File: src/rtl/lsu_pkg.sv
// Shared types and helpers for the load/store controller: funct3 codes,
// FSM states and access legality checks.
package lsu_pkg;

    localparam int XLEN = 32;

    // Load and store codes share encodings (SB=LB, SH=LH, SW=LW).
    typedef enum logic [2:0] {
        F3_B  = 3'b000,
        F3_H  = 3'b001,
        F3_W  = 3'b010,
        F3_BU = 3'b100,
        F3_HU = 3'b101
    } funct3_e;

    typedef enum logic [2:0] {
        S_IDLE,
        S_READ,
        S_LOAD_RESP,
        S_STORE,
        S_MERGE_STORE,
        S_ERROR
    } lsu_state_e;

    function automatic logic is_misaligned(input logic [2:0] f3, input logic [1:0] off);
        case (f3)
            F3_H, F3_HU: return off[0];
            F3_W:        return off != 2'b00;
            default:     return 1'b0;
        endcase
    endfunction

    // Stores have no unsigned variants, so BU/HU codes are illegal with we=1.
    function automatic logic is_illegal(input logic is_store, input logic [2:0] f3);
        if (is_store)
            return !(f3 inside {F3_B, F3_H, F3_W});
        return !(f3 inside {F3_B, F3_H, F3_W, F3_BU, F3_HU});
    endfunction

endpackage

File: src/rtl/lsu_align.sv
// Byte-lane logic: load lane select with sign/zero extension, and sub-word
// store merge into the word read back from memory.
module lsu_align
    import lsu_pkg::*;
(
    input  logic [XLEN-1:0] mem_rd,
    input  logic [XLEN-1:0] wdata,
    input  logic [1:0]      offset,
    input  logic [2:0]      funct3,
    output logic [XLEN-1:0] load_data,
    output logic [XLEN-1:0] store_data
);

    logic [7:0]  byte_sel;
    logic [15:0] half_sel;

    always_comb begin
        byte_sel = mem_rd[7:0];
        case (offset)
            2'd1:    byte_sel = mem_rd[15:8];
            2'd2:    byte_sel = mem_rd[23:16];
            2'd3:    byte_sel = mem_rd[31:24];
            default: byte_sel = mem_rd[7:0];
        endcase
        half_sel = offset[1] ? mem_rd[31:16] : mem_rd[15:0];

        load_data = mem_rd;
        case (funct3)
            F3_B:    load_data = {{24{byte_sel[7]}}, byte_sel};
            F3_BU:   load_data = {24'b0, byte_sel};
            F3_H:    load_data = {{16{half_sel[15]}}, half_sel};
            F3_HU:   load_data = {16'b0, half_sel};
            default: load_data = mem_rd;
        endcase
    end

    always_comb begin
        store_data = mem_rd;
        case (funct3[1:0])
            2'b00: begin
                case (offset)
                    2'd0: store_data[7:0]   = wdata[7:0];
                    2'd1: store_data[15:8]  = wdata[7:0];
                    2'd2: store_data[23:16] = wdata[7:0];
                    2'd3: store_data[31:24] = wdata[7:0];
                    default: store_data = mem_rd;
                endcase
            end
            2'b01: begin
                if (offset[1])
                    store_data[31:16] = wdata[15:0];
                else
                    store_data[15:0] = wdata[15:0];
            end
            default: store_data = wdata;
        endcase
    end

endmodule

File: src/rtl/lsu_ctrl.sv
// Load/store controller: turns byte/half/word accesses into word accesses on a
// synchronous-read memory, one outstanding request at a time.
module lsu_ctrl
    import lsu_pkg::*;
#(
    parameter int DATA_WIDTH    = 32,
    parameter int ADDRESS_WIDTH = 16
) (
    input  logic                     clk,
    input  logic                     rst_n,
    input  logic                     req,
    input  logic                     we,
    input  logic [2:0]               funct3,
    input  logic [31:0]              addr,
    input  logic [DATA_WIDTH-1:0]    wdata,
    output logic                     ready,
    output logic                     done,
    output logic                     err,
    output logic [DATA_WIDTH-1:0]    rdata,
    output logic [ADDRESS_WIDTH-1:0] mem_a,
    output logic [DATA_WIDTH-1:0]    mem_wd,
    output logic                     mem_we,
    input  logic [DATA_WIDTH-1:0]    mem_rd,
    output lsu_state_e               fsm_state
);

    // Handshake: a request is taken on any rising edge where req && ready;
    // the core holds req until then, and done pulses once per taken request.

    lsu_state_e state_q, state_d;
    logic                     we_q;
    logic [2:0]               f3_q;
    logic [ADDRESS_WIDTH+1:0] addr_q;
    logic [DATA_WIDTH-1:0]    wdata_q;
    logic [DATA_WIDTH-1:0]    load_data, store_data;
    logic                     done_raw, err_raw, we_raw;
    logic                     unused_addr_bits;

    assign unused_addr_bits = ^addr[31:ADDRESS_WIDTH+2];

    lsu_align u_align (
        .mem_rd     (mem_rd),
        .wdata      (wdata_q),
        .offset     (addr_q[1:0]),
        .funct3     (f3_q),
        .load_data  (load_data),
        .store_data (store_data)
    );

    always_ff @(posedge clk) begin
        if (!rst_n) begin
            state_q <= S_IDLE;
            rdata   <= '0;
            we_q    <= 1'b0;
            f3_q    <= '0;
            addr_q  <= '0;
            wdata_q <= '0;
        end else begin
            state_q <= state_d;
            if (state_q == S_IDLE && req) begin
                we_q    <= we;
                f3_q    <= funct3;
                addr_q  <= addr[ADDRESS_WIDTH+1:0];
                wdata_q <= wdata;
            end
            if (state_q == S_LOAD_RESP)
                rdata <= load_data;
        end
    end

    always_comb begin
        state_d  = state_q;
        done_raw = 1'b0;
        err_raw  = 1'b0;
        we_raw   = 1'b0;
        mem_wd   = wdata_q;
        mem_a    = addr_q[ADDRESS_WIDTH+1:2];
        case (state_q)
            S_IDLE: begin
                mem_a = addr[ADDRESS_WIDTH+1:2];
                if (req) begin
                    if (is_illegal(we, funct3) || is_misaligned(funct3, addr[1:0]))
                        state_d = S_ERROR;
                    else if (we && funct3 == F3_W)
                        state_d = S_STORE;
                    else
                        state_d = S_READ;
                end
            end
            S_READ:      state_d = we_q ? S_MERGE_STORE : S_LOAD_RESP;
            S_LOAD_RESP: begin
                done_raw = 1'b1;
                state_d  = S_IDLE;
            end
            S_STORE: begin
                we_raw   = 1'b1;
                done_raw = 1'b1;
                state_d  = S_IDLE;
            end
            S_MERGE_STORE: begin
                mem_wd   = store_data;
                we_raw   = 1'b1;
                done_raw = 1'b1;
                state_d  = S_IDLE;
            end
            S_ERROR: begin
                done_raw = 1'b1;
                err_raw  = 1'b1;
                state_d  = S_IDLE;
            end
            default: state_d = S_IDLE;
        endcase
    end

    // A reset cycle aborts the access outright: no write and no completion.
    assign mem_we    = we_raw & rst_n;
    assign done      = done_raw & rst_n;
    assign err       = err_raw & rst_n;
    assign ready     = rst_n && (state_q == S_IDLE);
    assign fsm_state = state_q;

endmodule
File: config.mk
export PLATFORM = sky130hd
export DESIGN_NAME = lsu_ctrl
export DESIGN_NICKNAME = d
export VERILOG_FILES = /design/src/rtl/lsu_pkg.sv /design/src/rtl/lsu_align.sv /design/src/rtl/lsu_ctrl.sv
export SDC_FILE = /design/constraint.sdc
export NUM_CORES = 1
export LEC_CHECK = 0
export CAP_MARGIN = 25
export CORE_UTILIZATION = 62
export CTS_CLUSTER_SIZE = 24
export DETAILED_ROUTE_END_ITERATION = 10
export DONT_BUFFER_PORTS = 1
export PLACE_DENSITY = 0.84
export SLEW_MARGIN = 20
export SYNTH_ARGS = -nofsm -noshare
export SYNTH_HDL_FRONTEND = slang
export SYNTH_SLANG_ARGS = --single-unit
export TNS_END_PERCENT = 20
File: constraint.sdc
create_clock -name clk -period 2 [get_ports clk]
set_input_delay 0.2 -clock clk [delete_from_list [all_inputs] [get_ports clk]]
set_output_delay 0.2 -clock clk [all_outputs]
set_load 0.02 [all_outputs]
==> Flow_metrics.wiki <==
{| class="wikitable"
! Metric !! Value
|-
| Outcome || finished, violations left
|-
| Violations in the final reports || setup timing
|-
| Number of port buffers || 0
|-
| Worst-path cell chain || nor4b_4 -> buf_6 -> o21ai_4 -> a222oi_1 -> inv_1
|-
| Classification of the worst-slack hold path || primary input to register
|-
| Number of endpoints failing setup at the final stage || 20
|-
| Detail Placement HPWL || 9570 um
|-
| Post-place setup slack || 0.195 ns
|-
| Area of the multi-input gates || 0.00288 sq mm
|-
| Clock slew seen by the registers of the worst setup and hold paths || 0.09 ns
|-
| Total area of sequential cells || 0.00179 sq mm
|-
| CTS tree || done
|-
| Clock sink total || 89
|-
| Worst IR Drop VDD || 0.598 mV
|-
| Number of top-level pins || 190
|-
| Net total in the final layout || 743
|-
| Fmax || 0.470 GHz
|-
| Maximum cell stage delay along the critical path || 0.41 ns
|-
| Worst reg2reg path endpoint || rdata[12]
|-
| Gp weighted congestion || 0.918
|-
| Fin crit share || 1.06
|-
| EDFF count, synth || 0
|-
| First-pass GRT wire length || 25000 um
|-
| Normalized max-slew margin || 0.628
|-
| Worst-Margin Slew || 0.558 ns
|-
| Die W || 90.2 um
|-
| Yosys warns || 0
|-
| Number of antenna violations at the first check in global routing || 0
|-
| Clock buffer count from CTS || 9
|-
| Top area cells in the synthesized netlist || sky130_fd_sc_hd__dfxtp_1 37%, sky130_fd_sc_hd__nand2_1 11%, sky130_fd_sc_hd__a21boi_0 8.6%
|-
| Count of nets left with antenna violations after detail routing || 0
|-
| Flop and latch count out of synthesis || 89
|-
| Antenna cell count || 0
|-
| Most used flip-flop cell after synthesis || sky130_fd_sc_hd__dfxtp_1
|-
| Fraction of layout instances using a drive strength above 1 || 0.157
|-
| Netlist area before placement || 0.00482 sq mm
|-
| GRT Residual Overflow || 0
|-
| Worst setup path startpoint || f3_q[1]
|-
| Initial detailed-routing violation count || 643
|-
| Crit path max-delay cell type || sky130_fd_sc_hd__a222oi_1
|-
| Maximum fanout encountered on the critical timing path || 8
|-
| Vias in the first global route || 4753
|-
| Endpoints failing hold || 0
|-
| First-pass DRT Iterations || 9
|-
| Crit-path leading delay family || compound AO/OA/AOI/OAI gates
|-
| Final TNS setup || -0.898 ns
|-
| RSZ-0062 raised after global routing || yes
|-
| Startpoint-to-endpoint class of the critical path || register to output pin
|-
| Element type at the critical path start || register
|-
| Critical path capture point || mem_wd[15]
|-
| DRC violation count after routing || 0
|-
| Mapped Nets || 684
|-
| Power density normalized to cell area || 759 mW/mm^2
|-
| Total track usage || 0.392
|-
| WL per Instance || 21.9 um
|-
| Worst Reg2Reg Path Length in Cells || 5
|-
| Count of H-tree levels built during CTS || 3
|-
| Total Die Area || 0.00813 sq mm
|-
| Number of vias per cell after detailed routing || 6.66
|-
| Initial Utilization || 0.654
|-
| FILL cells || 418
|-
| CP arrival || 1.93 ns
|-
| Critical path endpoint category || output pin
|-
| Area Growth Syn to Fin || 25.4%
|-
| Portion of synthesized cell area occupied by the leading cell type || 0.369
|-
| Core ar. || 0.00737 sq mm
|-
| Yosys cell types || 47
|-
| Reg2reg start || addr_q[1]
|-
| Critical path buffer and inverter count || 2
|-
| Worst clock skew on the final layout || 0.00904 ns
|-
| Overall routed net length || 16300 um
|-
| Clock latency of the later-clocked register in the worst-skew pair || 0.36 ns
|-
| Post-synthesis average cell area || 8.30 sq um
|-
| Sequential cell area fraction in the yosys report || 0.369
|-
| Leakage component of the power || 2.38 nW
|-
| Vert. Die Dim || 90.2 um
|-
| Vias post-DR || 4955
|-
| Master cell of the clock root buffer || sky130_fd_sc_hd__clkbuf_8
|-
| Slew Viols, Final || 0
|-
| Critical Path RT || 1.80 ns
|-
| Maximum Capacitance Violations || 0
|-
| Setup ws final || -0.126 ns
|-
| Cells after synthesis || 581
|-
| Site Rows || 31
|-
| Shortest period the worst path allows || 2.13 ns
|-
| Critical path depth || 5
|-
| Leading area contributor after synthesis || sky130_fd_sc_hd__dfxtp_1
|-
| Register-to-Register Setup Slack || 0.11 ns
|-
| Asr flop ratio synth || 0
|-
| Worst-case clock buffer depth || 2
|-
| Maximum number of pins on one net before global-route repair || 87
|}
-- metrics by stage --
step           hold WS [ns]  total power, mW  area [sq um]   util  std cells
2_1_floorplan         0.343             2.78          4820      -        581
3_3_place_gp          0.346             2.94          4980  0.676        659
3_5_place_dp          0.353             2.98          4980  0.676        659
4_1_cts             0.00212             4.47          5940  0.806        744
5_1_grt            -0.00190             4.75          6050  0.821        744
6_report             0.0125             4.59          6050  0.821        744
-- cells in the mapped netlist (all sizes together), types with 2 or more instances --
master	number
mux2	31
clkbuf	21
nor3b	2
nor3	3
mux4	4
nand3	2
nor2b	4
and2	3
o22ai	2
a21oi	46
a22oi	2
nand2	137
dfxtp	89
o21ai	30
a22o	2
a21boi	55
or3	4
and3	2
o211ai	10
o221ai	6
nand2b	3
a222oi	8
nor4	2
inv	12
o21a	7
mux2i	29
nor2	19
nand3b	8
buf	28
-- final cells by class --
| cell class | instances | share of cell area |
|---|---|---|
| inverters | 12 | 0.00745 |
| clock inverters | 4 | 0.0126 |
| well taps | 99 | 0.0205 |
| multi-input cells | 431 | 0.476 |
| repair buffers | 97 | 0.164 |
| clock buffers | 12 | 0.0240 |
| flip-flops and latches | 89 | 0.296 |
-- worst min-delay path by stage --
stage               start        end  slack [ns]  cells after the start
3_5_place_dp        rst_n  rdata[30]        0.35                      2
6_report          addr[4]  addr_q[4]        0.01                      2
4_1_cts           addr[4]  addr_q[4]       0.002                      2
2_1_floorplan  mem_rd[28]  rdata[28]        0.34                      2
3_3_place_gp           we       we_q        0.35                      2
5_1_grt             rst_n  rdata[12]      -0.002                      2
-- power breakdown --
part / internal, mW / leakage, nW / switching (mW) / total (mW)
Clock: 0.742 / 0.107 / 0.648 / 1.39
Combinational: 0.497 / 1.54 / 0.671 / 1.17
Sequential: 1.89 / 0.729 / 0.144 / 2.03
-- what timing repair did --
item	in CTS	in global routing
pin swaps	6	4
hold buffers	67	0
buffers inserted	2	0
gates resized for setup	11	31
endpoints found under the setup margin	49	57
endpoints found under the hold margin	86	0
-- cell usage in the layout (no fill, tap or decap), drive strengths merged, types with 2 or more instances in the layout --
cell type,count
nand2,137
dfxtp,89
o22ai,2
mux2,31
a222oi,8
inv,12
nor2,19
nor3,3
buf,31
o221ai,6
and2,3
dlygate4sd3,66
nor2b,4
mux2i,29
nor3b,2
and3,2
a21boi,55
a22o,2
mux4,4
or3,4
a21oi,46
o21a,7
nand2b,3
nand3,2
bufinv,2
nand3b,8
a22oi,2
o21ai,30
clkbuf,12
nor4,2
o211ai,10
-- sequential cells by signal (all words and copies together) (netlist names) --
signal,flops
rdata,32
f3_q,3
wdata_q,32
we_q,1
fsm_state,3
addr_q,18
-- cell families (layout without fill, tap and decap cells) --
| family | after synthesis | after routing | share of synthesized area |
|---|---|---|---|
| DFF | 89 | 89 | 0.369 |
| buffers and inverters | 61 | 125 | 0.0555 |
| AOI/OAI and AO/OA | 174 | 174 | 0.241 |
| muxes | 64 | 64 | 0.151 |
| and+or+nand+nor | 192 | 192 | 0.181 |
| xor gates and xnor gates | 1 | 1 | 0.00182 |
-- metal layers --
metal | share of wire | global-route usage | wire, um | vias up
met4 | 0.065 | 0.235 | 1060 | 2
met3 | 0.12 | 0.104 | 1930 | 101
li1 | - | - | - | 2165
met2 | 0.46 | 0.621 | 7470 | 413
met5 | 0.00055 | 0 | 9 | -
met1 | 0.36 | 0.478 | 5810 | 2274
(Power assumes the default switching activity.)
